[src/rtl/spi_pkg.sv]
// Shared definitions for the SPI slave: FSM state encoding, frame-length
// widths and a small helper for end-of-frame detection.
package spi_pkg;

    localparam int SPI_MAX_BITS = 16;
    localparam int SPI_LEN_W    = 4;
    localparam int SPI_CNT_W    = SPI_LEN_W + 1;

    typedef enum logic [1:0] {
        S_IDLE    = 2'd0,
        S_SHIFT   = 2'd1,
        S_WAIT_SS = 2'd2
    } spi_state_t;

    // True when the bits already sampled equal the programmed length minus one,
    // i.e. the sample about to happen is the last of the frame.
    function automatic logic is_last_bit(input logic [SPI_CNT_W-1:0] cnt,
                                         input logic [SPI_LEN_W-1:0] len);
        return cnt == {1'b0, len};
    endfunction

endpackage

[src/rtl/spi_slv_if.sv]
// Bundle of configuration, SPI bus and CPU-side signals of the SPI slave.
// The slave modport is the controller's view; master is the bus/CPU side.
interface spi_slv_if #(
    parameter int DATA_W = 16
);
    import spi_pkg::*;

    logic                 en;
    logic                 cpol;
    logic                 cpha;
    logic [SPI_LEN_W-1:0] xfer_len;
    logic                 ss;
    logic                 sck;
    logic                 mosi;
    logic                 miso;
    logic                 miso_oe;
    logic [DATA_W-1:0]    tx_data;
    logic                 tx_ack;
    logic [DATA_W-1:0]    rx_data;
    logic                 rx_valid;
    logic                 busy;

    modport slave (
        input  en, cpol, cpha, xfer_len, ss, sck, mosi, tx_data,
        output miso, miso_oe, tx_ack, rx_data, rx_valid, busy
    );

    modport master (
        output en, cpol, cpha, xfer_len, ss, sck, mosi, tx_data,
        input  miso, miso_oe, tx_ack, rx_data, rx_valid, busy
    );

endinterface

[src/rtl/spi_sync.sv]
// N-stage synchronizer followed by one more register used for edge detection.
// level, rise and fall are all aligned: they appear STAGES+1 cycles after the pin.
module spi_sync #(
    parameter int   STAGES  = 2,
    parameter logic RST_VAL = 1'b0
) (
    input  logic clk,
    input  logic rst,
    input  logic d,
    output logic level,
    output logic rise,
    output logic fall
);
    logic sync_reg [STAGES];
    logic level_reg;
    logic rise_reg;
    logic fall_reg;

    generate
        for (genvar gi = 0; gi < STAGES; gi++) begin : g_stage
            if (gi == 0) begin : g_head
                always_ff @(posedge clk or posedge rst) begin
                    if (rst) sync_reg[gi] <= RST_VAL;
                    else     sync_reg[gi] <= d;
                end
            end else begin : g_tail
                always_ff @(posedge clk or posedge rst) begin
                    if (rst) sync_reg[gi] <= RST_VAL;
                    else     sync_reg[gi] <= sync_reg[gi-1];
                end
            end
        end
    endgenerate

    always_ff @(posedge clk or posedge rst) begin
        if (rst) begin
            level_reg <= RST_VAL;
            rise_reg  <= 1'b0;
            fall_reg  <= 1'b0;
        end else begin
            level_reg <= sync_reg[STAGES-1];
            rise_reg  <= sync_reg[STAGES-1] & ~level_reg;
            fall_reg  <= ~sync_reg[STAGES-1] & level_reg;
        end
    end

    assign level = level_reg;
    assign rise  = rise_reg;
    assign fall  = fall_reg;

endmodule

[src/rtl/spi_slv.sv]
// SPI slave controller: oversampled bus inputs, all CPOL/CPHA modes, 1-16 bit frames.
// Optional SPI_SLV_LSB_FIRST_EN switches the bit order to LSB-first (default MSB-first).
module spi_slv
    import spi_pkg::*;
#(
    parameter int DATA_W      = 16,
    parameter int SYNC_STAGES = 2
) (
    input  logic     clk,
    input  logic     rst,
    spi_slv_if.slave bus
);
    spi_state_t           state_reg, state_next;
    logic [DATA_W-1:0]    tx_shift_reg, tx_shift_next, tx_shift_adv;
    logic [DATA_W-1:0]    rx_shift_reg, rx_shift_next, rx_in;
    logic [DATA_W-1:0]    rx_data_reg, rx_data_next;
    logic [SPI_CNT_W-1:0] cnt_reg, cnt_next;
    logic                 rx_valid_reg, rx_valid_next;
    logic                 tx_ack;

    logic sck_level, sck_rise, sck_fall, sck_edge;
    logic lead_stb, trail_stb, sample_stb, shift_stb;
    logic ss_level, ss_rise, ss_fall;
    logic mosi_sync_reg [SYNC_STAGES];
    logic mosi_s;

    spi_sync #(.STAGES(SYNC_STAGES), .RST_VAL(1'b0)) u_sck_sync (
        .clk(clk), .rst(rst), .d(bus.sck),
        .level(sck_level), .rise(sck_rise), .fall(sck_fall)
    );

    // ss resets high so the pad stays tri-stated and no false frame start fires.
    spi_sync #(.STAGES(SYNC_STAGES), .RST_VAL(1'b1)) u_ss_sync (
        .clk(clk), .rst(rst), .d(bus.ss),
        .level(ss_level), .rise(ss_rise), .fall(ss_fall)
    );

    generate
        for (genvar gi = 0; gi < SYNC_STAGES; gi++) begin : g_mosi
            if (gi == 0) begin : g_head
                always_ff @(posedge clk or posedge rst) begin
                    if (rst) mosi_sync_reg[gi] <= 1'b0;
                    else     mosi_sync_reg[gi] <= bus.mosi;
                end
            end else begin : g_tail
                always_ff @(posedge clk or posedge rst) begin
                    if (rst) mosi_sync_reg[gi] <= 1'b0;
                    else     mosi_sync_reg[gi] <= mosi_sync_reg[gi-1];
                end
            end
        end
    endgenerate

    assign mosi_s = mosi_sync_reg[SYNC_STAGES-1];

    // A leading edge leaves the idle level; the post-edge level tells which one it was.
    assign sck_edge   = sck_rise | sck_fall;
    assign lead_stb   = sck_edge & (sck_level != bus.cpol);
    assign trail_stb  = sck_edge & (sck_level == bus.cpol);
    assign sample_stb = bus.cpha ? trail_stb : lead_stb;
    assign shift_stb  = bus.cpha ? lead_stb  : trail_stb;

`ifdef SPI_SLV_LSB_FIRST_EN
    assign bus.miso     = tx_shift_reg[0];
    assign tx_shift_adv = tx_shift_reg >> 1;
    always_comb begin
        rx_in                = rx_shift_reg >> 1;
        rx_in[bus.xfer_len]  = mosi_s;
    end
`else
    assign bus.miso     = tx_shift_reg[bus.xfer_len];
    assign tx_shift_adv = tx_shift_reg << 1;
    assign rx_in        = {rx_shift_reg[DATA_W-2:0], mosi_s};
`endif

    always_comb begin
        state_next    = state_reg;
        tx_shift_next = tx_shift_reg;
        rx_shift_next = rx_shift_reg;
        cnt_next      = cnt_reg;
        rx_data_next  = rx_data_reg;
        rx_valid_next = 1'b0;
        tx_ack        = 1'b0;

        if (!bus.en) begin
            state_next = S_IDLE;
        end else begin
            case (state_reg)
                S_IDLE: begin
                    if (ss_fall) begin
                        tx_shift_next = bus.tx_data;
                        rx_shift_next = '0;
                        cnt_next      = '0;
                        tx_ack        = 1'b1;
                        state_next    = S_SHIFT;
                    end
                end
                S_SHIFT: begin
                    if (ss_rise) begin
                        state_next = S_IDLE;
                    end else begin
                        // The first bit is already on miso after the load, so the
                        // shift edge preceding the first sample (cpha=1) must not advance.
                        if (shift_stb && cnt_reg != '0)
                            tx_shift_next = tx_shift_adv;
                        if (sample_stb) begin
                            rx_shift_next = rx_in;
                            cnt_next      = cnt_reg + 1'b1;
                            if (is_last_bit(cnt_reg, bus.xfer_len)) begin
                                rx_data_next  = rx_in;
                                rx_valid_next = 1'b1;
                                state_next    = S_WAIT_SS;
                            end
                        end
                    end
                end
                S_WAIT_SS: begin
                    if (ss_rise) state_next = S_IDLE;
                end
                default: state_next = S_IDLE;
            endcase
        end
    end

    always_ff @(posedge clk or posedge rst) begin
        if (rst) begin
            state_reg    <= S_IDLE;
            tx_shift_reg <= '0;
            rx_shift_reg <= '0;
            cnt_reg      <= '0;
            rx_data_reg  <= '0;
            rx_valid_reg <= 1'b0;
        end else begin
            state_reg    <= state_next;
            tx_shift_reg <= tx_shift_next;
            rx_shift_reg <= rx_shift_next;
            cnt_reg      <= cnt_next;
            rx_data_reg  <= rx_data_next;
            rx_valid_reg <= rx_valid_next;
        end
    end

    assign bus.miso_oe  = bus.en & ~ss_level;
    assign bus.tx_ack   = tx_ack;
    assign bus.rx_data  = rx_data_reg;
    assign bus.rx_valid = rx_valid_reg;
    assign bus.busy     = (state_reg != S_IDLE);

endmodule

[src/flat_wrapper.sv]
// flat-port wrapper written by rule: the top's interface ports become plain ports
module spi_slv_flat import spi_pkg::*;
#(
    parameter int DATA_W      = 16,
    parameter int SYNC_STAGES = 2
)
  (clk, rst, bus_en, bus_cpol, bus_cpha, bus_xfer_len, bus_ss, bus_sck, bus_mosi, bus_tx_data, bus_miso, bus_miso_oe, bus_tx_ack, bus_rx_data, bus_rx_valid, bus_busy);
  spi_slv_if #(.DATA_W(DATA_W)) bus_i ();
  input  logic clk;
  input  logic rst;
  input wire logic [$bits(bus_i.en)-1:0] bus_en;
  input wire logic [$bits(bus_i.cpol)-1:0] bus_cpol;
  input wire logic [$bits(bus_i.cpha)-1:0] bus_cpha;
  input wire logic [$bits(bus_i.xfer_len)-1:0] bus_xfer_len;
  input wire logic [$bits(bus_i.ss)-1:0] bus_ss;
  input wire logic [$bits(bus_i.sck)-1:0] bus_sck;
  input wire logic [$bits(bus_i.mosi)-1:0] bus_mosi;
  input wire logic [$bits(bus_i.tx_data)-1:0] bus_tx_data;
  output wire logic [$bits(bus_i.miso)-1:0] bus_miso;
  output wire logic [$bits(bus_i.miso_oe)-1:0] bus_miso_oe;
  output wire logic [$bits(bus_i.tx_ack)-1:0] bus_tx_ack;
  output wire logic [$bits(bus_i.rx_data)-1:0] bus_rx_data;
  output wire logic [$bits(bus_i.rx_valid)-1:0] bus_rx_valid;
  output wire logic [$bits(bus_i.busy)-1:0] bus_busy;
  assign bus_i.en = bus_en;
  assign bus_i.cpol = bus_cpol;
  assign bus_i.cpha = bus_cpha;
  assign bus_i.xfer_len = bus_xfer_len;
  assign bus_i.ss = bus_ss;
  assign bus_i.sck = bus_sck;
  assign bus_i.mosi = bus_mosi;
  assign bus_i.tx_data = bus_tx_data;
  assign bus_miso = bus_i.miso;
  assign bus_miso_oe = bus_i.miso_oe;
  assign bus_tx_ack = bus_i.tx_ack;
  assign bus_rx_data = bus_i.rx_data;
  assign bus_rx_valid = bus_i.rx_valid;
  assign bus_busy = bus_i.busy;
  spi_slv #(.DATA_W(DATA_W), .SYNC_STAGES(SYNC_STAGES)) u_core (.clk(clk), .rst(rst), .bus(bus_i));
endmodule
[config.mk]
export PLATFORM = sky130hd
export DESIGN_NAME = spi_slv_flat
export DESIGN_NICKNAME = d
export VERILOG_FILES = /design/src/rtl/spi_pkg.sv /design/src/rtl/spi_slv_if.sv /design/src/rtl/spi_sync.sv /design/src/rtl/spi_slv.sv /design/src/flat_wrapper.sv
export SDC_FILE = /design/constraint.sdc
export NUM_CORES = 1
export LEC_CHECK = 0
export ABC_AREA = 1
export BUFFER_PORTS_ARGS = -buffer_cell sky130_fd_sc_hd__buf_2
export CAP_MARGIN = 15
export CORE_MARGIN = 2
export CORE_UTILIZATION = 25
export DETAILED_ROUTE_END_ITERATION = 10
export GPL_TIMING_DRIVEN = 1
export PLACE_DENSITY = 0.4
export SYNTH_ARGS = -nofsm -noshare
export SYNTH_HDL_FRONTEND = slang
export SYNTH_HIERARCHICAL = 1
export SYNTH_SLANG_ARGS = --single-unit
[constraint.sdc]
create_clock -name clk -period 3.16 [get_ports clk]
set_input_delay 0.316 -clock clk [delete_from_list [all_inputs] [get_ports clk]]
set_output_delay 0.316 -clock clk [all_outputs]
set_load 0.02 [all_outputs]
== After elaboration in Yosys (flattened, before gate mapping) ==
Index checks and enable logic that the tools add are counted.

* Output and inout bits: 21
* Input port bits: 28
* Register bits: 67
* Word-level logic and storage cells: 86

* Bitwise gates (word level): 13
* Add/subtract/negate cells: 1
* Mux-type cells: 31
* $lt $le $gt $ge: 1
* Eq/ne operators: 13
* Reductions and logical operators: 9

{| class="wikitable"
|+ Operators with widths
! kind !! count
|-
| 2-to-1 mux 16 bit || 3
|-
| 2-to-1 mux 15 bit || 3
|-
| case mux 16 bit (2 select lines) || 1
|-
| case mux 15 bit (2 select lines) || 1
|-
| 2-to-1 mux 5 bit || 3
|-
| AND reduction 5 bit || 3
|-
| 2-to-1 mux 2 bit || 6
|-
| 2-to-1 mux 1 bit || 11
|-
| case mux 5 bit (2 select lines) || 1
|-
| != test 4 x 3 -> 1 bit (second input constant) || 2
|-
| bitwise AND 1 bit || 7
|-
| != test 3 bit (second input constant) || 2
|-
| case mux 2 bit (3 select lines) || 1
|-
| adder 5 x 1 -> 5 bit (second input constant) || 1
|-
| == test 5 x 4 -> 1 bit || 1
|-
| less-than comparator 4 x 5 -> 1 bit (second input constant) || 1
|-
| NOT 1 bit || 5
|-
| nonzero test 5 bit || 1
|-
| binary-select mux 1 bit (select 4 bit) || 1
|-
| != test 2 x 1 -> 1 bit (second input constant) || 2
|-
| != test 2 bit (second input constant) || 2
|-
| AND reduction 4 bit || 1
|-
| nonzero test 2 bit || 2
|-
| == test 2 x 1 -> 1 bit (second input constant) || 1
|-
| 6 further kinds || 6
|}

== Longest topological paths before layout ==
* Depth after elaboration: 7
* Depth in mapped cells: 11

== By module ==
The synthesis kept the hierarchy.

{| class="wikitable"
|+ By module, submodules not included
! module !! area an instance (um^2) !! times used !! cells each
|-
| spi_slv || 2949.1 || 1 || 373
|-
| spi_sync at u_core.u_ss_sync || 147.6 || 1 || 10
|-
| spi_sync at u_core.u_sck_sync || 143.9 || 1 || 10
|}

== Least setup slack after synthesis ==
No wires, ideal clock.

* Kind: in2out
* Start: input bus_xfer_len[0]
* End: output bus_miso
* Path slack: 1.709 ns
* Buffers on the path: 2
* Arrival time: 1.135 ns
* Data required time: 2.844 ns
* Cell stages on the path: 7
* Path through: buf_4 > clkbuf_1 > nand2_1 > o211ai_1 > nand3_1 > nand3_1 > nand2_1

* Word-level cells in the longest chain between the ends: 2

{| class="wikitable"
|+ Ends and longest elaborated chain
! element !! RTL line !! RTL
|-
| from (decl) || flat_wrapper.sv:14 || <nowiki>input wire logic [$bits(bus_i.xfer_len)-1:0] bus_xfer_len;</nowiki>
|-
| binary-select mux 1 bit (select 4 bit) || spi_slv.sv:71 || <nowiki>assign bus.miso = tx_shift_reg[bus.xfer_len];</nowiki>
|-
| 2-to-1 mux 1 bit (not written as such) || spi_slv.sv:71 ||
|-
| to (decl) || flat_wrapper.sv:19 || <nowiki>output wire logic [$bits(bus_i.miso)-1:0] bus_miso;</nowiki>
|}

Every way passes these cells. The select of a mux whose other input is x is not followed.

== Worst setup path in the final report ==
* Start: register u_core.state_reg[0]
* End: register u_core.rx_data_reg[0] (netlist: u_core/bus.rx_data[0])

* Word-level cells in the longest chain between the ends: 2

{| class="wikitable"
|+ Ends and longest elaborated chain
! element !! RTL line !! RTL
|-
| from (decl) || spi_slv.sv:13 || <nowiki>spi_state_t state_reg, state_next;</nowiki>
|-
| from (signal assigned) || spi_slv.sv:134 || <nowiki>state_reg <= state_next;</nowiki>
|-
| == test 2 x 1 -> 1 bit || spi_slv.sv:88 || <nowiki>case (state_reg)</nowiki>
|-
| AND reduction 5 bit (no source line) || -- ||
|-
| to (signal assigned) || spi_slv.sv:138 || <nowiki>rx_data_reg <= rx_data_next;</nowiki>
|-
| to (decl) || spi_slv.sv:16 || <nowiki>logic [DATA_W-1:0] rx_data_reg, rx_data_next;</nowiki>
|}

Every way passes these cells.
A chain may end at the register's enable or synchronous reset.

==> results.rst <==
.. list-table::
   :header-rows: 1

   * - Metric
     - Value
   * - Global-route total usage across every layer
     - 11.5%
   * - Clock latency reported for the late side of the worst-skew pair
     - between 0.3 and 0.4 ns
   * - Detailed-routing iteration count for the pre-antenna-repair pass
     - 4
   * - Avg Vias per Cell
     - 4.40
   * - Synthesized area
     - around 0.0032 mm^2
   * - Max-slew violation count
     - 0
   * - Final hold vios
     - 0
   * - Clock edge transition at the registers on the reported setup and hold paths
     - ~0.06 ns
   * - Count of flip-flops with a built-in enable after synthesis
     - 0
   * - Class of the tightest hold or removal check
     - primary input to flop
   * - Setup CP Type
     - flop to flop
   * - Worst slew pin tran
     - 0.762 ns
   * - Mean Syn Cell Area
     - around 8.2 um^2
   * - Result of the run
     - completed
   * - Remaining DRCs
     - 0
   * - Post-CTS sizing
     - 0
   * - Detail Route Antenna Nets
     - 0
   * - Clock root cell
     - sky130_fd_sc_hd__clkbuf_16
   * - Clock tree from TritonCTS
     - done
   * - Final core utilization
     - 31.2%
   * - Leading post-synthesis cells by instance count
     - 155 x sky130_fd_sc_hd__nand2_1, 64 x sky130_fd_sc_hd__dfrtp_1, 36 x sky130_fd_sc_hd__nand4_1
   * - Total of max-cap violations
     - 0
   * - Largest fanout on the critical path
     - 31
   * - Part of the Yosys area used for sequential elements
     - 51.9%
   * - Final-report setup violation count
     - 0
   * - Worst clock skew on the final layout
     - a little under 0.008 ns
   * - Core box area
     - 0.0126 mm^2
   * - Initial Utilization
     - 25.7%
   * - Ys Warns
     - 6
   * - Crit-path most repeated cell
     - sky130_fd_sc_hd__nand2_1
   * - Net count, final
     - 465
   * - Max Buffers Root-to-Sink
     - 2
   * - Total leakage power
     - 2.17 nW
   * - Yosys top cell area share
     - 49.4%
   * - Final estimated routing congestion in global placement
     - just over 0.7
   * - Slowest cell on crit path
     - sky130_fd_sc_hd__clkinv_1
   * - Peak supply drop
     - between 0.2 and 0.25 mV
   * - Final worst-path cycle share
     - 62.5%
   * - Count of placed standard cells including taps
     - 595
   * - Initial DRC count
     - ~160
   * - Fraction of registers with async set or reset after synthesis
     - 100%
   * - Finished Cell Area
     - approximately 0.004 mm^2
   * - Library cell with the largest summed area after synthesis
     - sky130_fd_sc_hd__dfrtp_1
   * - Total CTS buffers
     - 9
   * - Width of the die
     - 118 um
   * - Total grt overflow
     - 0
   * - Post-Layout Cell Count
     - 611
   * - Number of setup buffers added after CTS
     - 0
   * - Net count after synthesis
     - 423
   * - Count of cells along the worst register-to-register path
     - 8
   * - Final period demand of the worst path
     - 1.97 ns
   * - Synthesized instance count
     - 393
   * - Most common cell in the synthesized netlist
     - sky130_fd_sc_hd__nand2_1
   * - Synthesis-to-layout area growth
     - 21.4%
   * - Maximum number of pins on one net before global-route repair
     - 58
   * - Crit path DAT
     - 2.24 ns
   * - Total die area
     - 0.0139 mm^2
   * - Endpoint required time on the critical path
     - 3.43 ns
   * - DP Wirelength
     - just under 5000 um
   * - Total of buffers placed on input and output ports
     - between 40 and 50
   * - Critical Path Source Type
     - flop
   * - Slew Limit Headroom
     - 49.2%
   * - Worst path cell trace
     - inv_2 > nor2_2 > buf_4 > nand2_1 > clkinv_1 > nand3_4 > nand2_1 > nand2_1
   * - Count of fill cells added during filler insertion
     - around 1,400
   * - # H-tree levels
     - 3
   * - Unrepaired setup endpoints after global routing
     - false
   * - Total number of vias
     - about 2,700
   * - Via count of the first global-routing pass
     - between 2,000 and 3,000
   * - Clock Sink Count
     - 67
   * - Type of element capturing the critical path
     - flop
   * - Most area-consuming cells after synthesis
     - sky130_fd_sc_hd__dfrtp_1 49%, sky130_fd_sc_hd__nand2_1 18%, sky130_fd_sc_hd__nand4_1 6.9%, sky130_fd_sc_hd__nand3_1 4.5%, sky130_fd_sc_hd__inv_1 3.4%
   * - Netlist cell types
     - 28
   * - Instance count along the most critical hold path
     - 1
   * - Largest stage delay on the critical path
     - 0.45 ns
   * - Routed length per instance
     - between 10 and 15 um
   * - # IOs
     - 49
   * - Ratio of total power to cell area
     - between 500 and 600 mW/mm^2
   * - Layout cells sized above 1
     - 19.8%
   * - Launch point of the critical path
     - u_core/state_reg[0]
   * - Total length of routed wires
     - 7600 um
   * - Wire length of the first global-routing pass
     - 12,700 um
   * - Diode insertion count for antenna repair
     - 0
   * - Origin of the worst min-delay path
     - bus_ss
   * - Reg2Reg Launch Point
     - u_core/state_reg[0]
   * - Worst-case hold slack
     - 0.0827 ns
   * - Most used DFF post-synth
     - sky130_fd_sc_hd__dfrtp_1
   * - Initial antenna violation count
     - 0
   * - Die H
     - ~120 um
   * - Setup TNS
     - 0 ns
   * - Floorplan row count
     - 41
   * - Synth Register Bits
     - 67
   * - Achievable frequency
     - 506 MHz
   * - Post-detailed-placement cell area
     - 0.00360 mm^2
==> stage by stage <==
step / power, mW / setup slack, ns
final: 2.31 / 1.19
after global routing: 2.43 / 0.960
after CTS: 2.35 / 1.16
after detailed placement: 1.24 / 1.16
after global placement: 1.24 / 1.24
after floorplan: 1.16 / 1.44
==> metal layers <==
metal | track usage, % | wire length, um | vias to the layer above
met3 | 2.71 | 324 | 9
met1 | 14.9 | 3670 | 1254
met4 | 5.05 | 102 | 0
met5 | 0 | 0 | -
li1 | - | - | 1358
met2 | 18.1 | 3510 | 67
==> repair_timing <==
item,in CTS,in global routing
hold buffers,1,0
endpoints found under the hold margin,7,0
setup endpoints to repair,0,0
==> path summary, 6_finish.rpt <==
check / to / slack (ns)
hold / removal: u_core/u_ss_sync/sync_reg[1] / 0.08
max in group asynchronous: u_core/tx_shift_reg[12] / 1.89
min in group asynchronous: u_core/u_sck_sync/sync_reg[1] / 0.45
setup / recovery: u_core/bus.rx_data[0] / 1.19
setup reg to reg: u_core/bus.rx_data[0] / 1.19
hold reg to reg: u_core/u_sck_sync/sync_reg[0] / 0.35
==> cell usage in the layout, fill, tap and decap left out, drive strengths merged <==
cell,synthesis,layout
nor2,11,11
ha,2,2
dfrtp,64,64
nand3,31,31
bufinv,0,2
clkinv,1,3
nand2,157,157
buf,22,54
clkbuf,2,11
a21oi,7,7
dlygate4sd3,0,1
o21ai,14,14
xor2,2,2
o211ai,5,5
inv,33,33
xnor2,3,3
nand4,36,36
dfstp,3,3
==> logic make-up (layout without fill, tap and decap cells) <==
kind of cell / Yosys count / in the layout / synth area share (%)
buf+inv: 58 / 104 / 8.42
compound gates: 26 / 26 / 4.67
flops: 67 / 67 / 51.9
xor+xnor: 5 / 5 / 1.81
simple gates: 235 / 235 / 32.5
fa+ha+maj: 2 / 2 / 0.772
==> report_power, final <==
group / switching (mW) / internal (mW) / leakage [nW] / total, mW
logic: 0.173 / 0.0827 / 1.12 / 0.256
clock network: 0.363 / 0.729 / 0.162 / 1.09
registers: 0.0424 / 0.923 / 0.887 / 0.965
==> layout make-up <==
type,instances,area (um^2),area share [%]
inverters,34,128,3.25
well taps,172,215,5.47
repair buffers,55,295,7.51
clock buffers,11,253,6.43
multi-input cells,268,1290,32.7
clock inverters,4,73.8,1.88
flip-flops and latches,67,1680,42.7
==> worst max-delay path, delay by kind of cell, from the launching register on <==
family	cells	cell delay [ns]
AND/OR/NAND/NOR	5	0.74
flip-flops	1	0.40
buffers and inverters	3	0.78
No activity file was read; power rests on OpenSTA's default activity.
